### src/rtl/conn_lookup_arb.sv
// Round-robin arbiter sharing one connection-table lookup engine between RX and TX requesters.
// Optional WAIT timeout with error response: define LOOKUP_TIMEOUT_EN.
module conn_lookup_arb #(
   parameter int TUPLE_W = 128,
   parameter int CONN_W  = 16,
   parameter int TIMEOUT = 255
) (
   input  logic               clk,
   input  logic               rst_n,
   input  logic [TUPLE_W-1:0] rx_tuple_data,
   input  logic               rx_tuple_valid,
   output logic               rx_tuple_ready,
   output logic [CONN_W-1:0]  rx_conn_data,
   output logic               rx_conn_valid,
   output logic               rx_conn_err,
   input  logic [TUPLE_W-1:0] tx_tuple_data,
   input  logic               tx_tuple_valid,
   output logic               tx_tuple_ready,
   output logic [CONN_W-1:0]  tx_conn_data,
   output logic               tx_conn_valid,
   output logic               tx_conn_err,
   output logic [TUPLE_W-1:0] eng_tuple_data,
   output logic               eng_sel,
   output logic               eng_tuple_valid,
   input  logic               eng_tuple_ready,
   input  logic [CONN_W-1:0]  eng_conn_data,
   input  logic               eng_conn_valid,
   output logic               busy
);

   // state | meaning
   // IDLE  | arbitrate, accept one tuple
   // ISSUE | present tuple to engine until accepted
   // WAIT  | wait for engine result (or timeout)
   // RESP  | one-cycle result strobe to owner
   typedef enum logic [1:0] {S_IDLE, S_ISSUE, S_WAIT, S_RESP} state_t;

   state_t state, state_nxt;
   logic   last_grant;
   logic   grant_rx, grant_tx;
   logic   wait_to;
   logic   resp_load;

   if (TIMEOUT < 1 || TIMEOUT > 65535) begin : g_bad_timeout
      $error("conn_lookup_arb: TIMEOUT out of range 1..65535");
   end

`ifdef LOOKUP_TIMEOUT_EN
   localparam logic [15:0] TIMEOUT_L = 16'(TIMEOUT);
   logic [15:0] wait_cnt;
   logic        err_q;
   assign wait_to = (state == S_WAIT) && !eng_conn_valid && ((wait_cnt + 16'd1) == TIMEOUT_L);
`else
   assign wait_to = 1'b0;
`endif

   // last_grant = 1 means TX was served last, so RX wins the next tie
   assign grant_rx = (state == S_IDLE) && rx_tuple_valid && (!tx_tuple_valid || last_grant);
   assign grant_tx = (state == S_IDLE) && tx_tuple_valid && (!rx_tuple_valid || !last_grant);
   assign rx_tuple_ready  = grant_rx;
   assign tx_tuple_ready  = grant_tx;
   assign eng_tuple_valid = (state == S_ISSUE);
   assign busy            = (state != S_IDLE);
   assign resp_load       = (state == S_WAIT) && (eng_conn_valid || wait_to);

   assign rx_conn_valid = (state == S_RESP) && !eng_sel;
   assign tx_conn_valid = (state == S_RESP) &&  eng_sel;
`ifdef LOOKUP_TIMEOUT_EN
   assign rx_conn_err = rx_conn_valid && err_q;
   assign tx_conn_err = tx_conn_valid && err_q;
`else
   assign rx_conn_err = 1'b0;
   assign tx_conn_err = 1'b0;
`endif

   always_comb begin
      state_nxt = state;
      case (state)
         S_IDLE:  if (grant_rx || grant_tx) state_nxt = S_ISSUE;
         S_ISSUE: if (eng_tuple_ready) state_nxt = S_WAIT;
         S_WAIT:  if (resp_load) state_nxt = S_RESP;
         S_RESP:  state_nxt = S_IDLE;
         default: state_nxt = S_IDLE;
      endcase
   end

   always_ff @(posedge clk) begin
      if (!rst_n) begin
         state          <= S_IDLE;
         last_grant     <= 1'b1;
         eng_tuple_data <= '0;
         eng_sel        <= 1'b0;
         rx_conn_data   <= '0;
         tx_conn_data   <= '0;
`ifdef LOOKUP_TIMEOUT_EN
         wait_cnt       <= '0;
         err_q          <= 1'b0;
`endif
      end else begin
         state <= state_nxt;
         if (grant_rx || grant_tx) begin
            eng_tuple_data <= grant_tx ? tx_tuple_data : rx_tuple_data;
            eng_sel        <= grant_tx;
         end
         // a timeout returns all ones; an engine result in the same cycle wins
         if (resp_load) begin
            if (eng_sel) tx_conn_data <= eng_conn_valid ? eng_conn_data : '1;
            else         rx_conn_data <= eng_conn_valid ? eng_conn_data : '1;
         end
         if (state == S_RESP) last_grant <= eng_sel;
`ifdef LOOKUP_TIMEOUT_EN
         if (state == S_ISSUE)     wait_cnt <= '0;
         else if (state == S_WAIT) wait_cnt <= wait_cnt + 16'd1;
         if (resp_load) err_q <= !eng_conn_valid;
`endif
      end
   end

endmodule

### config.mk
export PLATFORM = sky130hd
export DESIGN_NAME = conn_lookup_arb
export DESIGN_NICKNAME = d
export VERILOG_FILES = /design/src/rtl/conn_lookup_arb.sv
export SDC_FILE = /design/constraint.sdc
export NUM_CORES = 1
export LEC_CHECK = 0
export BUFFER_PORTS_ARGS = -buffer_cell sky130_fd_sc_hd__buf_2
export CAP_MARGIN = 25
export CORE_AREA = 2 2 174 176
export DETAILED_ROUTE_END_ITERATION = 10
export DIE_AREA = 0 0 176 178
export MAX_ROUTING_LAYER = met4
export PLACE_DENSITY = 0.51
export SLEW_MARGIN = 20
export SYNTH_ARGS = -nofsm -noshare
export SYNTH_HDL_FRONTEND = slang
export SYNTH_SLANG_ARGS = --single-unit
### constraint.sdc
create_clock -name clk -period 1.6 [get_ports clk]
set_input_delay 0.32 -clock clk [delete_from_list [all_inputs] [get_ports clk]]
set_output_delay 0.32 -clock clk [all_outputs]
set_load 0.02 [all_outputs]
==> summary.txt <==
Status - complete, but fails checks
Failing checks - negative setup slack
Full die area - 31330 um2
Initial antenna violation count - 7
Largest net degree at the start of global routing - 88
I/O pins - 447
Fillers - 3095
# rows - 63
Post-Route WL - 34520 um
Hold Crit Start - tx_tuple_data[27]
Worst Setup End Kind - primary output
Final period util - 111.6%
Setup WS post-layout - -0.1859 ns
HPWL Detailed - 22710 um
Crit Path Max Fanout - 4
Final Skew - 0.01618 ns
Worst hold path class - input pin to register
Post-Route Setup TNS - -5.714 ns
Avg Cell Area, Syn - 8.407 um2
Die width - 176 um
Starting Density - 26.13%
WP data required - 1.28 ns
RSZ-0062 raised after global routing - yes
DR iter-0 viols - 490
Startpoint Class - register
Wire length per cell - 19.79 um
FF/Latch Area - 3287 um2
Lkg Pwr - 5.393 nW
Hold_ws - 0.1157 ns
Post-route insts no fill - 1744
Fmax - 559.9 MHz
DP Area - 10510 um2
Setup-failing EPs final - 136
Post-Syn Area - 7684 um2
Dpl cells - 1682
Synth top area cells - dfxtp_1, a2111oi_0, a211oi_1
Yosys warns - 0
Final min period - 1.786 ns
Hold Path End - eng_tuple_data[27]$_SDFFE_PN0P_
CP Class - register to primary output
Share of the synthesized area in the top cell type - 42.73%
TritonCTS Buffers - 17
Final Hold Fails - 0
Clk pin slew, worst setup/hold paths - 0.08 ns
Worst Tran Pin Value - 0.5044 ns
Cells after Synth - 914
Area Overhead vs Synth - 53.87%
Total Power - 0.01934 W
Hold_buf cts - 0
FF-to-FF setup slack - -0.10 ns
Seq cells post-synth - 164
Clk sinks - 164
Clk root buf - clkbuf_16
Footprint of the multi-input gates - 3777 um2
Final #Nets - 1618
First-pass GRT wire length - 49810 um
FF-to-FF End - eng_tuple_data[42]$_SDFFE_PN0P_
DR pass1 iterations - 7
Cell Pwr Density - 1636 nW/um2
CTS tree - done
CTS max path bufs - 2
Hold depth - 3
Routed vias/inst - 5.065
Placeable Area - 29400 um2
Clock H-tree levels - 4
Synth cell types - 27
VDD IR max - 0.0006864 V
GRT Overall Usage - 20.97%
Max_slew headroom - 65.50%
Worst-Skew Late Latency - 0.43 ns
Post-DRT Antenna Nets - 0
Register area share after synthesis - 42.73%
FF-to-FF path depth - 8
DIE HEIGHT - 178 um
DR vias - 8834
Max-Cap Viols - 0
Number of global-route vias before repair - 8631
Layout cells sized above 1 - 45.10%
Final instance area - 11820 um2
DR DRC count - 0
Post-synth top area cell - dfxtp_1
Worst r2r src - state[1]$_SDFFE_PN0P_
Fin. max-slew vios - 0
Port Buffers - 444
Worst Path Arrival - 1.47 ns
Routability Congestion - 0.8231
GR Overflow Total - 0
## cell usage after synthesis (all sizes together)
| cell | instances |
|---|---|
| a2111oi | 128 |
| a211oi | 130 |
| a21boi | 32 |
| a311oi | 1 |
| and3 | 1 |
| and3b | 1 |
| buf | 34 |
| clkbuf | 76 |
| conb | 1 |
| dfxtp | 164 |
| ha | 4 |
| inv | 135 |
| mux2i | 1 |
| nand2 | 67 |
| nand3 | 1 |
| nand3b | 1 |
| nor2b | 4 |
| o211ai | 1 |
| o21a | 3 |
| o21ai | 128 |
| o31a | 1 |
## sequential cells by signal, indices dropped and copies added (netlist names)
signal,cells
rx_conn_data,16
eng_sel,1
tx_conn_data,16
state,2
last_grant,1
eng_tuple_data,128
## where the power goes
group          total, W  internal [W]  switching, W  leakage [nW]
Sequential      0.00578       0.00525      0.000529          1.36
Clock           0.00402       0.00205       0.00197         0.266
Combinational   0.00954       0.00373       0.00582          3.77
Total            0.0193        0.0110       0.00831          5.39
## worst max-delay path, stage by stage (launching register included)
cell      delay, ns
dfxtp_2        0.32
inv_2          0.07
ha_4           0.17
inv_8          0.04
a211oi_4       0.19
buf_12         0.14
buf_8          0.10
## cells by family after synthesis
logic type / Yosys count / synth area share [%]
adders and majority gates: 4 / 0.6514
muxes: 1 / 0.1303
other: 1 / 0.04881
AOI/OAI and AO/OA: 424 / 39.52
DFF: 164 / 42.73
buffers and inverters: 245 / 12.96
and+or+nand+nor: 75 / 3.957
## worst max path at each step
stage / startpoint / end / slack (ns)
floorplan: state[1]$_SDFFE_PN0P_ / rx_tuple_ready / 0.001
finish: state[1]$_SDFFE_PN0P_ / tx_tuple_ready / -0.19
global route: state[1]$_SDFFE_PN0P_ / tx_tuple_ready / -0.23
detailed placement: state[0]$_SDFFE_PN0P_ / eng_tuple_data[53]$_SDFFE_PN0P_ / -0.07
CTS: state[0]$_SDFFE_PN0P_ / tx_tuple_ready / -0.30
global placement: state[1]$_SDFFE_PN0P_ / eng_tuple_data[106]$_SDFFE_PN0P_ / -0.03
## per-stage QoR
step	utilization, %	setup WS [ns]
global placement	35.74	-0.03453
detailed placement	35.74	-0.07327
floorplan	-	0.001200
CTS	38.51	-0.2951
finish	40.21	-0.1859
global route	40.20	-0.2338
## cell usage in the layout, fill, tap and decap left out, types with 21 or more instances in the layout
cell and n:
a2111oi_0 87, dfxtp_1 161, buf_2 436, buf_4 32
a2111oi_2 23, clkbuf_16 21, nand2_1 49, a21boi_1 27
inv_1 130, a211oi_1 128, o21ai_0 127
## metal layers
layer | track usage (%) | share of wire [%] | up-vias | wire length (um)
met5 | - | 0 | - | 0
met4 | 6.336 | 1.9 | 0 | 640
met3 | 5.499 | 7.9 | 33 | 2739
met2 | 34.07 | 48 | 371 | 16710
met1 | 25.60 | 42 | 4216 | 14430
li1 | - | - | 4214 | -
## final cells by class
cell class	count	share of cell area, %
Sequential cell	164	27.80
Clock buffer	18	3.630
Antenna cell	6	0.1270
Clock inverter	13	0.9948
Multi-Input combinational cell	507	31.95
Tap cell	390	4.127
Inverter	135	4.403
Timing Repair Buffer	511	26.97
## what timing repair did
action | 4_1_cts | 5_1_grt
pin swaps | 24 | 32
setup endpoints to repair | 51 | 168
cloned | 3 | 6
buffers inserted | 9 | 8
endpoints found under the hold margin | 0 | 0
resized for setup | 73 | 90
(Power assumes the default switching activity.)
